<file path="src/rtl/mips_pkg.sv">
// Shared definitions for the instruction-memory loader: default geometry
// and the load FSM state encoding.
package mips_pkg;

    localparam int unsigned IMEM_AW = 6;
    localparam int unsigned IMEM_DW = 32;

    typedef enum logic [1:0] {
        ST_IDLE = 2'd0,
        ST_LOAD = 2'd1,
        ST_DONE = 2'd2
    } load_state_t;

endpackage

</file>
<file path="src/rtl/imem_wr_ptr.sv">
// Write pointer and remaining-word counter for the instruction-memory loader.
// The pointer wraps naturally at 2^AW; last flags the final word of a load.
module imem_wr_ptr
    import mips_pkg::*;
#(
    parameter int unsigned AW = IMEM_AW
) (
    input  logic          clk,
    input  logic          rst_n,
    input  logic          load,
    input  logic          inc,
    input  logic [AW-1:0] base_addr,
    input  logic [AW:0]   count,
    output logic [AW-1:0] ptr,
    output logic          last
);

    logic [AW:0] remaining;

    always_ff @(posedge clk or negedge rst_n) begin
        if (!rst_n) begin
            ptr       <= '0;
            remaining <= '0;
        end else if (load) begin
            ptr       <= base_addr;
            remaining <= count;
        end else if (inc) begin
            ptr       <= ptr + 1'b1;
            remaining <= remaining - 1'b1;
        end
    end

    assign last = (remaining == {{AW{1'b0}}, 1'b1});

endmodule

</file>
<file path="src/rtl/imem_load_ctrl.sv">
// Streams host words into the instruction memory write port while stalling
// the CPU fetch stage; supports abort and reports a running checksum.
module imem_load_ctrl
    import mips_pkg::*;
#(
    parameter int unsigned AW = IMEM_AW,
    parameter int unsigned DW = IMEM_DW
) (
    input  logic          clk,
    input  logic          rst_n,
    input  logic          start,
    input  logic          abort,
    input  logic [AW-1:0] base_addr,
    input  logic [AW:0]   word_count,
    input  logic          s_valid,
    input  logic [DW-1:0] s_data,
    output logic          s_ready,
    output logic          mem_we,
    output logic [AW-1:0] mem_waddr,
    output logic [DW-1:0] mem_wdata,
    output logic          cpu_stall,
    output logic          busy,
    output logic          done,
    output logic          err,
    output logic [DW-1:0] checksum
);

    localparam logic [AW:0] MAX_COUNT = {1'b1, {AW{1'b0}}};

    load_state_t   state, state_nxt;
    logic          count_ok;
    logic          accept;
    logic          reject;
    logic          aborting;
    logic          hs;
    logic          last;
    logic [AW-1:0] ptr;

    assign count_ok = (word_count != '0) && (word_count <= MAX_COUNT);
    assign accept   = (state == ST_IDLE) && start && count_ok;
    assign reject   = (state == ST_IDLE) && start && !count_ok;
    assign aborting = (state == ST_LOAD) && abort;
    // abort takes priority over a coincident handshake
    assign hs       = (state == ST_LOAD) && s_valid && !abort;

    imem_wr_ptr #(.AW(AW)) u_wr_ptr (
        .clk       (clk),
        .rst_n     (rst_n),
        .load      (accept),
        .inc       (hs),
        .base_addr (base_addr),
        .count     (word_count),
        .ptr       (ptr),
        .last      (last)
    );

    always_ff @(posedge clk or negedge rst_n) begin
        if (!rst_n) begin
            state <= ST_IDLE;
        end else begin
            state <= state_nxt;
        end
    end

    always_comb begin
        state_nxt = state;
        s_ready   = 1'b0;
        busy      = 1'b0;
        cpu_stall = 1'b0;
        done      = 1'b0;
        case (state)
            ST_IDLE: begin
                if (accept) state_nxt = ST_LOAD;
            end
            ST_LOAD: begin
                s_ready   = 1'b1;
                busy      = 1'b1;
                cpu_stall = 1'b1;
                if (aborting)      state_nxt = ST_IDLE;
                else if (hs && last) state_nxt = ST_DONE;
            end
            ST_DONE: begin
                busy      = 1'b1;
                cpu_stall = 1'b1;
                done      = 1'b1;
                state_nxt = ST_IDLE;
            end
            default: state_nxt = ST_IDLE;
        endcase
    end

    // Write port and checksum trail the handshake by one cycle
    always_ff @(posedge clk or negedge rst_n) begin
        if (!rst_n) begin
            mem_we    <= 1'b0;
            mem_waddr <= '0;
            mem_wdata <= '0;
            checksum  <= '0;
            err       <= 1'b0;
        end else begin
            mem_we <= hs;
            err    <= reject || aborting;
            if (hs) begin
                mem_waddr <= ptr;
                mem_wdata <= s_data;
                checksum  <= checksum + s_data;
            end else if (accept) begin
                checksum  <= '0;
            end
        end
    end

endmodule
</file>
<file path="config.mk">
export PLATFORM = sky130hd
export DESIGN_NAME = imem_load_ctrl
export DESIGN_NICKNAME = d
export VERILOG_FILES = /design/src/rtl/mips_pkg.sv /design/src/rtl/imem_wr_ptr.sv /design/src/rtl/imem_load_ctrl.sv
export SDC_FILE = /design/constraint.sdc
export NUM_CORES = 1
export LEC_CHECK = 0
export BUFFER_PORTS_ARGS = -buffer_cell sky130_fd_sc_hd__buf_2
export CORE_MARGIN = 5
export CORE_UTILIZATION = 56
export CTS_BUF_LIST = sky130_fd_sc_hd__clkbuf_8
export DETAILED_ROUTE_END_ITERATION = 16
export PLACE_DENSITY = 0.83
export SYNTH_ARGS = -nofsm -noshare
export SYNTH_HDL_FRONTEND = slang
export SYNTH_SLANG_ARGS = --single-unit
</file>
<file path="constraint.sdc">
create_clock -name clk -period 3.82 [get_ports clk]
set_clock_uncertainty 0.1 [all_clocks]
set_input_delay 0.764 -clock clk [delete_from_list [all_inputs] [get_ports clk]]
set_output_delay 0.764 -clock clk [all_outputs]
set_load 0.02 [all_outputs]
</file>
==> results of run 1 <==
## cell type report
| type | count | area, um2 | share of cell area (%) |
|---|---|---|---|
| Inverter | 12 | 45.04 | 0.7571 |
| Timing Repair Buffer | 132 | 680.7 | 11.44 |
| Sequential cell | 87 | 2177 | 36.59 |
| Clock inverter | 4 | 46.29 | 0.7781 |
| Tap cell | 108 | 135.1 | 2.271 |
| Clock buffer | 11 | 151.4 | 2.545 |
| Multi-Input combinational cell | 459 | 2714 | 45.62 |
## cells by family (layout without fill, tap and decap cells)
| logic type | after synthesis | count (layout) | synth area share [%] |
|---|---|---|---|
| AOI/OAI and AO/OA | 140 | 140 | 16.87 |
| xor gates and xnor gates | 39 | 39 | 6.774 |
| adders and majority gates | 38 | 38 | 9.578 |
| buffers and inverters | 40 | 159 | 3.052 |
| DFF | 87 | 87 | 43.18 |
| muxes | 2 | 2 | 0.3970 |
| and+or+nand+nor | 240 | 240 | 20.15 |
## registers in the layout, summed over array words and instances (netlist names)
signal and cells:
checksum 32, err 1, mem_waddr 6, mem_wdata 32, mem_we 1, state 2, u_wr_ptr.ptr 6, u_wr_ptr.remaining 7
## stage by stage
stage / instance area, um2 / std cells / hold WS [ns] / total power [W] / utilization, %
2_1_floorplan: 5042 / 586 / 0.3586 / 0.003348 / -
3_3_place_gp: 5752 / 798 / 0.3511 / 0.004028 / 65.63
3_5_place_dp: 5752 / 798 / 0.3571 / 0.004119 / 65.63
4_1_cts: 5949 / 813 / 0.3785 / 0.004804 / 67.89
5_1_grt: 5949 / 813 / 0.3986 / 0.005155 / 67.89
6_report: 5949 / 813 / 0.3442 / 0.004790 / 67.89
## worst register-to-register path, stage by stage (launching register included)
cell     delay [ns]
dfrtp_1        0.41
ha_1           0.25
inv_1          0.10
fa_1           0.21
nor2b_1        0.06
o21a_1         0.19
o21ai_2        0.17
a21oi_2        0.08
buf_4          0.16
o41ai_1        0.45
o21ai_1        0.24
a31oi_1        0.23
xor2_1         0.16
o21ai_1        0.07
## cells in the final DEF, fill, tap and decap left out, types with 2 or more instances in the layout
cell type,instances
o211ai_1,2
nor3b_1,3
a21o_1,12
a211oi_1,3
and3_1,3
or3_1,3
o21bai_1,2
mux2i_1,2
a21oi_1,28
dfrtp_1,87
buf_2,124
xnor2_1,16
ha_1,37
nand2b_1,2
a311oi_1,2
o21a_1,7
nor3_1,5
o21ai_0,53
nand2_1,165
clkbuf_8,11
xor2_1,23
nand4_1,5
nand3_1,23
inv_1,12
nor4_1,3
buf_4,8
o21ai_1,11
nor2_1,17
a31oi_1,5
nor2b_1,6
## final timing paths
check                                            to  depth (start not counted)                     start
max                        checksum[26]$_DFFE_PN0P_                         14                 s_data[0]
min                                   err$_DFF_PN0_                          1                     rst_n
max reg2reg                checksum[26]$_DFFE_PN0P_                         13   checksum[0]$_DFFE_PN0P_
min reg2reg                mem_waddr[4]$_DFFE_PN0P_                          2  mem_waddr[4]$_DFFE_PN0P_
max in group asynchronous  checksum[16]$_DFFE_PN0P_                          2                     rst_n
min in group clk           mem_waddr[4]$_DFFE_PN0P_                          2  mem_waddr[4]$_DFFE_PN0P_
## power breakdown
group          leakage, nW  internal, W  switching [W]
sequential            1.12      0.00132       0.000285
clock                0.103     0.000332       0.000341
combinational         1.90     0.000931        0.00158
total                 3.12      0.00259        0.00220
## Yosys cell counts, types with 5 or more instances
master	count
nand4_1	5
xnor2_1	16
a31oi_1	5
o21ai_0	53
a21o_1	12
ha_1	37
nor2b_1	6
inv_1	12
nand2_1	166
nand3_1	23
dfrtp_1	87
nor2_1	17
a21oi_1	28
o21a_1	7
o21ai_1	11
nor3_1	5
xor2_1	23
clkbuf_1	27
## per-layer routing
layer  vias up  wire length [um]  GRT usage (%)
li1       2241                 -              -
met1      2158              5563          30.11
met2       158              6324          39.43
met3        22               828          5.425
met4         0               206          7.032
met5         -                 0              0
==> summary.txt, run 1 <==
PLACE
---------------------------------------------------------------------------------
Quantity of I/O buffers inserted on ports                                     125
Hpwl dp                                                                   9404 um
Post-placement worst setup slack                                        0.3194 ns
RePlAce Congestion                                                         0.9406

CTS
---------------------------------------------------------------------------------
Hold buffer count at CTS                                                        0
Buffers inserted during post-CTS setup optimization                             0
Cts repair resizes                                                              0
TritonCTS clock tree                                                          yes
CTS max path bufs                                                               2
Clk sink count                                                                 87
TritonCTS Buffers                                                               9
Worst-path clk slew                                                       0.10 ns
Insertion delay of the later-clocked pin in the worst-skew pair           0.36 ns
Clock Root Buffer                                                        clkbuf_8
H-tree depth                                                                    3

CELLS AND AREA
---------------------------------------------------------------------------------
Fill cell total of the finished layout                                        702
Share of post-route cells with drive strength above 1                      21.70%
Fin nets                                                                      789
Area delta synth->final                                                    17.99%
ANT cells                                                                       0

TIMING
---------------------------------------------------------------------------------
Fmax achieved                                                          0.3164 GHz
Final critical-path share of the clock period                              82.74%
Fin. Hold Viols                                                                 0
Post-route setup slack                                                  0.6594 ns
Final setup vio count                                                           0
Slew at the pin with the worst max-slew slack                           0.9149 ns
Final total negative setup slack                                             0 ns
Worst max-slew margin expressed relative to the limit                      38.84%
Setup repair after global routing missed its margin                            no
Clock period minus worst slack                                           3.161 ns
Count of final max-slew check failures                                          0

WORST SETUP PATH
---------------------------------------------------------------------------------
Register-to-register setup slack                                          0.76 ns
Largest delay share family, worst path                               compound AO/OA/AOI/OAI gates
Crit Path Class                                                      input pin to flop
CP required                                                               3.93 ns
Max incr delay on CP                                                      0.44 ns
CP arrival                                                                3.27 ns
Critical Path Sink Type                                                      flop
Most used cell along the critical path                                    o21ai_1
Critical path, cell by cell                                          buf_2, ha_1, inv_1, fa_1, nor2b_1, o21a_1, o21ai_2, a21oi_2, buf_4, o41ai_1, o21ai_1, a31oi_1, xor2_1, o21ai_1
Number of buffer and inverter instances along the worst setup path              3
CP max-delay cell                                                         o41ai_1
Worst Setup Start Kind                                                  input pin
Maximum net fanout on the critical path                                         4

SYNTHESIS
---------------------------------------------------------------------------------
Fraction of post-synthesis cell area in the top cell type by area          43.18%
Flip-flop and latch count after synthesis                                      87
Synth async-reset ratio                                                    100.0%
Main flop type after synthesis                                            dfrtp_1
Count of flip-flops with a built-in enable after synthesis                      0
Area of the mapped netlist                                               5042 um2
Cell type with the highest aggregate area in the netlist                  dfrtp_1
Portion of the post-synthesis area used by sequential elements             43.18%
Number of standard cells after synthesis                                      586
Ranking of synthesized cells by area                                 dfrtp_1 43%, nand2_1 12%, ha_1 9.2%
Post-synthesis average cell area                                        8.605 um2
Yosys cell types                                                               49
Number of nets in the synthesized netlist                                     674
Count of synthesis-stage warnings from yosys                                    0

FLOORPLAN
---------------------------------------------------------------------------------
Number of top-level pins                                                      126
Die ar.                                                                 11000 um2
Initial core utilization                                                   57.54%
CORE AREA                                                                8763 um2
Die height                                                               104.9 um
Floorplan row count                                                            34
Horizontal extent of the die                                             104.9 um

ROUTING
---------------------------------------------------------------------------------
Per-cell routed wire length                                              15.89 um
Initial DRC count                                                             224
Average vias per placed instance                                            5.632
Number of nets with antenna violations after detailed routing                   0
Post-route DRC                                                                  0
Total via count in the routed design                                         4579
DR pass1 iterations                                                             4
Post-Route WL                                                            12920 um

GRT
---------------------------------------------------------------------------------
Number of antenna violations at the first check in global routing               0
GR Util All Layers                                                         23.42%
Gr ovfl total                                                                   0
Maximum number of pins on one net before global-route repair                   90
Number of global-route vias before repair                                    4598
First-pass GRT wire length                                               21690 um

MIN PATH
---------------------------------------------------------------------------------
Min-Delay Path Class                                                 input pin to asynchronous set/reset pin

RUN STATUS
---------------------------------------------------------------------------------
Result of the run                                                    finished, final reports clean

PWR
---------------------------------------------------------------------------------
PwrDens                                                              805.1 nW/um2
Lkg Pwr                                                                  3.124 nW
VDD IR-drop max                                                         0.3814 mV

FLOW RUN
---------------------------------------------------------------------------------
Max-Cap Viols                                                                   0

Note: power is estimated with default switching activity, not from simulation.
==> run 2, diff against run 1 <==
ABC_AREA = 1   (was default)
CORE_UTILIZATION = 52   (was 56)
PLACE_DENSITY = 0.8   (was 0.83)
clock period = 2.7 ns   (was 3.82 ns; I/O delays follow)
==> run 2 against run 1 <==
Hold slack got worse by 0.067 ns. Critical path depth fell by 1. Global-route usage is 0.35 points lower. Flip-flop and latch count unchanged. Via count rose by 27%. Sequential power is 32% higher. Non-clock buffer count rose by 3. Largest power group unchanged.
==> summary.txt, run 2 <==
GRT
--------------------------------------------------------------------------------
Number of antenna violations at the first check in global routing              1
Gr ovfl total                                                                  0
Maximum number of pins on one net before global-route repair                  38
Number of global-route vias before repair                                   5745
First-pass GRT wire length                                              26930 um
GR Util All Layers                                                        23.07%

SYNTHESIS
--------------------------------------------------------------------------------
Area of the mapped netlist                                              6007 um2
Portion of the post-synthesis area used by sequential elements            36.24%
Cell with the most instances after synthesis                             nand2_1
Main flop type after synthesis                                           dfrtp_1
Yosys cell types                                                              32
Count of flip-flops with a built-in enable after synthesis                     0
Most common library cells after synthesis                           418 x nand2_1, 137 x inv_1, 87 x dfrtp_1
Ranking of synthesized cells by area                                dfrtp_1 36%, nand2_1 26%, inv_1 8.6%
Fraction of post-synthesis cell area in the top cell type by area         36.24%
Count of synthesis-stage warnings from yosys                                   0
Flip-flop and latch count after synthesis                                     87
Synth async-reset ratio                                                   100.0%
Post-synthesis average cell area                                       6.616 um2
Number of standard cells after synthesis                                     908
Cell type with the highest aggregate area in the netlist                 dfrtp_1
Number of nets in the synthesized netlist                                    996

ROUTING
--------------------------------------------------------------------------------
Initial DRC count                                                            279
Post-Route WL                                                           15690 um
Number of nets with antenna violations after detailed routing                  0
Total via count in the routed design                                        5834
Average vias per placed instance                                           4.923
Wire length the detailed router placed on met1                           7339 um
Top Metal Used                                                              met5
DR pass1 iterations                                                            5
Total met3 wirelength after detailed routing                             1154 um
Metal2 WL                                                                6821 um
Post-route DRC                                                                 0
Per-cell routed wire length                                             13.24 um

PWR
--------------------------------------------------------------------------------
VDD IR-drop max                                                        0.7003 mV
Internal power summed over all cells                                  0.003286 W
Sequential group share of total power                                      33.8%
Combinational group share of total power                                   52.8%
Switching part of the total power                                         47.77%
Clock share of power                                                       13.4%
Net load switching power                                              0.003005 W
PwrDens                                                             902.5 nW/um2
Lkg Pwr                                                                 4.315 nW

TIMING
--------------------------------------------------------------------------------
Post-route worst hold slack                                            0.2776 ns
Worst max-slew margin expressed relative to the limit                     73.02%
Count of final max-slew check failures                                         0
Final critical-path share of the clock period                             79.72%
Final total negative setup slack                                            0 ns
Fin. Hold Viols                                                                0
Setup repair after global routing missed its margin                           no
Final setup vio count                                                          0
Fmax achieved                                                         0.4646 GHz
Post-route setup slack                                                 0.5475 ns
Clock period minus worst slack                                          2.152 ns
Slew at the pin with the worst max-slew slack                          0.4046 ns

WORST SETUP PATH
--------------------------------------------------------------------------------
CP arrival                                                               2.32 ns
Critical Path Sink Type                                                     flop
Worst Setup Start Kind                                                      flop
Crit Path Class                                                     flop to flop
Maximum net fanout on the critical path                                        4
CP required                                                              2.87 ns

RUN STATUS
--------------------------------------------------------------------------------
Result of the run                                                   finished, final reports clean

CELLS AND AREA
--------------------------------------------------------------------------------
Fill cell total of the finished layout                                      1110
Largest registers in the final layout                               checksum x32, mem_wdata x32, u_wr_ptr.remaining x7
Most used cells in the layout excluding fill and tap cells          418 x nand2_1, 139 x inv_1, 124 x buf_2
ANT cells                                                                      0
Non-Filler Cell Area, Final                                             6970 um2
Most common cell after layout, fill and taps aside                       nand2_1
Fin nets                                                                    1125
Area delta synth->final                                                   16.04%
Share of post-route cells with drive strength above 1                     16.03%

FLOORPLAN
--------------------------------------------------------------------------------
Die height                                                              117.5 um
Horizontal extent of the die                                            117.5 um
Floorplan row count                                                           39
Initial core utilization                                                  52.83%
CORE AREA                                                              11370 um2
Die ar.                                                                13800 um2
Number of top-level pins                                                     126

PLACE
--------------------------------------------------------------------------------
Hpwl dp                                                                 12440 um
Quantity of I/O buffers inserted on ports                                    125
RePlAce Congestion                                                        0.9544
Post-placement worst setup slack                                       0.2897 ns
Total placed instance area                                              6784 um2

MIN PATH
--------------------------------------------------------------------------------
Min-Delay Path Class                                                input pin to flop

CTS
--------------------------------------------------------------------------------
Hold buffer count at CTS                                                       1
Clock Root Buffer                                                       clkbuf_8
Worst-path clk slew                                                      0.09 ns
CTS max path bufs                                                              2
Insertion delay of the later-clocked pin in the worst-skew pair          0.37 ns
Buffers inserted during post-CTS setup optimization                            0
H-tree depth                                                                   3
Clk sink count                                                                87
TritonCTS Buffers                                                              9
TritonCTS clock tree                                                         yes
Cts repair resizes                                                             0

FLOW RUN
--------------------------------------------------------------------------------
Max-Cap Viols                                                                  0

-- run 2: worst max-delay path, stage by stage, from the launching register on --
cell and delay (ns):
dfrtp_1 0.38, ha_1 0.24, inv_1 0.07, fa_1 0.40
inv_1 0.11, nand3_1 0.07, nand3_1 0.13, nand2_1 0.07
nand2_1 0.13, nand2_1 0.09, nand3_1 0.09, nand2_1 0.05
nand3_1 0.07, nand2_1 0.05
-- run 2: cell type report --
type | count | area (um2) | share of cell area (%)
tap | 143 | 178.9 | 2.567
clock inverter | 6 | 38.79 | 0.5565
sequential | 87 | 2177 | 31.23
timing repair buffer | 135 | 730.7 | 10.48
multi-input combinational | 664 | 3182 | 45.65
clock buffer | 10 | 137.6 | 1.975
inverter | 140 | 525.5 | 7.539
-- run 2: path summary, 6_finish.rpt --
| kind | depth (start not counted) | startpoint | slack, ns | endpoint |
|---|---|---|---|---|
| setup / recovery | 13 | checksum[0]$_DFFE_PN0P_ | 0.55 | checksum[24]$_DFFE_PN0P_ |
| hold / removal | 3 | s_data[11] | 0.28 | mem_wdata[11]$_DFFE_PN0P_ |
| hold reg to reg | 2 | mem_wdata[6]$_DFFE_PN0P_ | 0.38 | mem_wdata[6]$_DFFE_PN0P_ |
| max in group asynchronous | 3 | rst_n | 1.27 | mem_wdata[30]$_DFFE_PN0P_ |
| min in group asynchronous | 2 | rst_n | 0.53 | checksum[11]$_DFFE_PN0P_ |
| setup reg to reg | 13 | checksum[0]$_DFFE_PN0P_ | 0.55 | checksum[24]$_DFFE_PN0P_ |
-- run 2: cell families (layout without fill, tap and decap cells) --
group                    count (synthesis)  count (layout)  synth area share [%]
AND/OR/NAND/NOR                        537             537                 35.58
adder cells (fa/ha/maj)                 38              38                 8.040
XOR/XNOR                                16              16                 2.333
flip-flops                              87              87                 36.24
buffers and inverters                  157             291                 10.79
AO/OA/AOI/OAI                           73              73                 7.019
-- run 2: stage by stage --
step	instances	utilization (%)	total power [W]
2_1_floorplan	908	-	0.004485
3_3_place_gp	1168	59.67	0.005395
3_5_place_dp	1168	59.67	0.005464
4_1_cts	1185	61.31	0.006326
5_1_grt	1185	61.31	0.006846
6_report	1185	61.31	0.006291
-- run 2: metal layers --
layer	GRT usage (%)	up-vias
met4	7.599	2
met2	36.24	173
met1	31.93	2594
li1	-	3038
met3	4.757	27
met5	0	-
-- run 2: power groups by stage --
stage          registers (W)  clock network [W]  logic (W)
6_report             0.00213           0.000842    0.00332
5_1_grt              0.00219           0.000905    0.00375
4_1_cts              0.00213           0.000861    0.00334
3_5_place_dp         0.00214                  0    0.00333
3_3_place_gp         0.00213                  0    0.00326
2_1_floorplan        0.00258                  0    0.00191
==> run 3, diff against run 2 <==
CORE_UTILIZATION = 57   (was 52)
PLACE_DENSITY = 0.83   (was 0.8)
clock period = 2.1 ns   (was 2.7 ns; I/O delays follow)
==> run 3 against run 2 <==
Clock-buffer cell count fell by 1. Wire length rose by 2.2%. Utilization rose by 9.9 points. Critical path depth fell by 4. Sequential share of layout area fell by 1.6 points. Combinational power rose by 39%. Die area fell by 8.0%. Final cell count rose by 1.5%.
==> summary.txt, run 3 (synthesized netlist as in run 2, its figures left out) <==
RUN STATUS
-----------------------------------------------------------------------------------
Result of the run                                                      finished, final reports clean

CELLS AND AREA
-----------------------------------------------------------------------------------
Most used cells in the layout excluding fill and tap cells             413 x nand2_1, 136 x inv_1, 124 x buf_2
Largest registers in the final layout                                  checksum x32, mem_wdata x32, u_wr_ptr.remaining x7
Most common cell after layout, fill and taps aside                          nand2_1
Share of post-route cells with drive strength above 1                        20.34%
Fin nets                                                                       1150
ANT cells                                                                         0
Count of placed standard cells in the final layout, fillers left out           1203
Area delta synth->final                                                      22.39%

FLOORPLAN
-----------------------------------------------------------------------------------
Die height                                                                 112.7 um
Initial core utilization                                                     58.19%
Floorplan row count                                                              37
CORE AREA                                                                 10320 um2
Number of top-level pins                                                        126
Die ar.                                                                   12690 um2
Horizontal extent of the die                                               112.7 um

WORST SETUP PATH
-----------------------------------------------------------------------------------
CP arrival                                                                  2.15 ns
CP required                                                                 2.26 ns
Max incr delay on CP                                                        0.41 ns
Critical Path Sink Type                                                        flop
CP max-delay cell                                                           dfrtp_1
Register-to-Register Path Depth                                                   9
Worst Setup Start Kind                                                         flop
Critical path, cell by cell                                            ha_1, a21oi_1, nor2_1, nor2_1, nand2_1, a21oi_1, nand3_1, nand3_1, nand2_1
Maximum net fanout on the critical path                                           4
Crit Path Class                                                        flop to flop

TIMING
-----------------------------------------------------------------------------------
Final setup vio count                                                             0
Fmax achieved                                                            0.5045 GHz
Final critical-path share of the clock period                                94.39%
Count of final max-slew check failures                                            0
Fin. Hold Viols                                                                   0
Clock period minus worst slack                                             1.982 ns
Worst max-slew margin expressed relative to the limit                        53.40%
Setup repair after global routing missed its margin                             yes
Slew at the pin with the worst max-slew slack                             0.6980 ns
Final total negative setup slack                                               0 ns

PWR
-----------------------------------------------------------------------------------
PwrDens                                                                 1183 nW/um2
VDD IR-drop max                                                            1.121 mV
Lkg Pwr                                                                    4.484 nW

ROUTING
-----------------------------------------------------------------------------------
Total via count in the routed design                                           6128
Number of nets with antenna violations after detailed routing                     0
Initial DRC count                                                               366
DR pass1 iterations                                                               5
Average vias per placed instance                                              5.094
Post-route DRC                                                                    0
Post-Route WL                                                              16030 um
Per-cell routed wire length                                                13.32 um

GRT
-----------------------------------------------------------------------------------
Number of global-route vias before repair                                      5848
Maximum number of pins on one net before global-route repair                     40
Number of antenna violations at the first check in global routing                 0
GR Util All Layers                                                           25.10%
First-pass GRT wire length                                                 26270 um
Gr ovfl total                                                                     0

PLACE
-----------------------------------------------------------------------------------
Hpwl dp                                                                    12230 um
Quantity of I/O buffers inserted on ports                                       125
RePlAce Congestion                                                           0.9735
Placed Cells                                                                   1183

CTS
-----------------------------------------------------------------------------------
CTS max path bufs                                                                 2
TritonCTS Buffers                                                                 9
TritonCTS clock tree                                                            yes
Worst-path clk slew                                                         0.09 ns
Clk sink count                                                                   87
H-tree depth                                                                      3
Clock Root Buffer                                                          clkbuf_8
Insertion delay of the later-clocked pin in the worst-skew pair             0.37 ns

MIN PATH
-----------------------------------------------------------------------------------
Min-Delay Path Class                                                   input pin to flop
Worst Hold Path Cells                                                             3

FLOW RUN
-----------------------------------------------------------------------------------
Max-Cap Viols                                                                     0

-- run 3: cell types whose count changed in the layout (fill, tap and decap cells not counted), moves of 3 or more --
cell / previous run / this run
nand2_2: 5 / 10
inv_1: 139 / 136
buf_4: 8 / 31
nand3_1: 45 / 41
nand2_1: 418 / 413
ha_1: 37 / 28
nand3_2: 1 / 5
ha_4: 0 / 7
-- run 3: power breakdown --
group / total [W] / internal (W) / switching [W] / leakage, nW
registers: 0.00275 / 0.00231 / 0.000441 / 1.12
logic: 0.00463 / 0.00170 / 0.00293 / 3.26
clock network: 0.00131 / 0.000672 / 0.000642 / 0.105
total: 0.00869 / 0.00468 / 0.00401 / 4.48
-- run 3: final cells by class --
type | count | area [um2]
Clock buffer | 9 | 123.9
Multi-Input combinational cell | 664 | 3321
Timing Repair Buffer | 160 | 934.6
Fill cell | 886 | 2972
Inverter | 140 | 528.0
Tap cell | 136 | 170.2
Sequential cell | 87 | 2177
Clock inverter | 7 | 97.59
-- run 3: worst max-delay path: cells and delay by family (launching register included) --
kind,cells,cell delay (ns)
compound gates,2,0.44
simple gates,6,0.57
fa+ha+maj,1,0.36
flops,1,0.41
-- run 3: path summary, 6_finish.rpt --
| check | start | endpoint | slack [ns] |
|---|---|---|---|
| worst max-delay path | checksum[25]$_DFFE_PN0P_ | checksum[28]$_DFFE_PN0P_ | 0.12 |
| worst min-delay path | s_data[15] | mem_wdata[15]$_DFFE_PN0P_ | 0.16 |
| worst max register to register | checksum[25]$_DFFE_PN0P_ | checksum[28]$_DFFE_PN0P_ | 0.12 |
| worst min register to register | mem_wdata[5]$_DFFE_PN0P_ | mem_wdata[5]$_DFFE_PN0P_ | 0.38 |
| max in group asynchronous | rst_n | mem_wdata[23]$_DFFE_PN0P_ | 0.98 |
| min in group asynchronous | rst_n | mem_wdata[5]$_DFFE_PN0P_ | 0.40 |
-- run 3: layer usage --
metal  vias to the layer above  part of all wire [%]  global-route usage (%)  routed length [um]
met5                         -                     0                       0                   0
met4                         0                   1.8                   8.333                 293
met3                        24                   8.5                   4.528                1366
met2                       237                    45                   40.17                7248
met1                      2772                    44                   34.45                7119
li1                       3095                     -                       -                   -
-- run 3: timing repair --
action | CTS | global route
gates resized for setup | 0 | 27
hold buffers | 1 | 0
endpoints found under the setup margin | 0 | 21
endpoints found under the hold margin | 24 | 0
setup buffers | 0 | 3
-- run 3: stage by stage --
stage / utilization [%] / instance area, um2 / worst slack [ns] / power [W] / hold WS, ns
floorplan: - / 6007 / 0.05119 / 0.005766 / 0.02441
global placement: 67.35 / 6953 / -0.1231 / 0.007074 / 0.2528
detailed placement: 67.35 / 6953 / -0.1482 / 0.007192 / 0.2522
CTS: 69.59 / 7184 / 0.003609 / 0.008542 / 0.1484
global route: 71.22 / 7352 / -0.01545 / 0.009359 / 0.1582
finish: 71.22 / 7352 / 0.1179 / 0.008695 / 0.1631
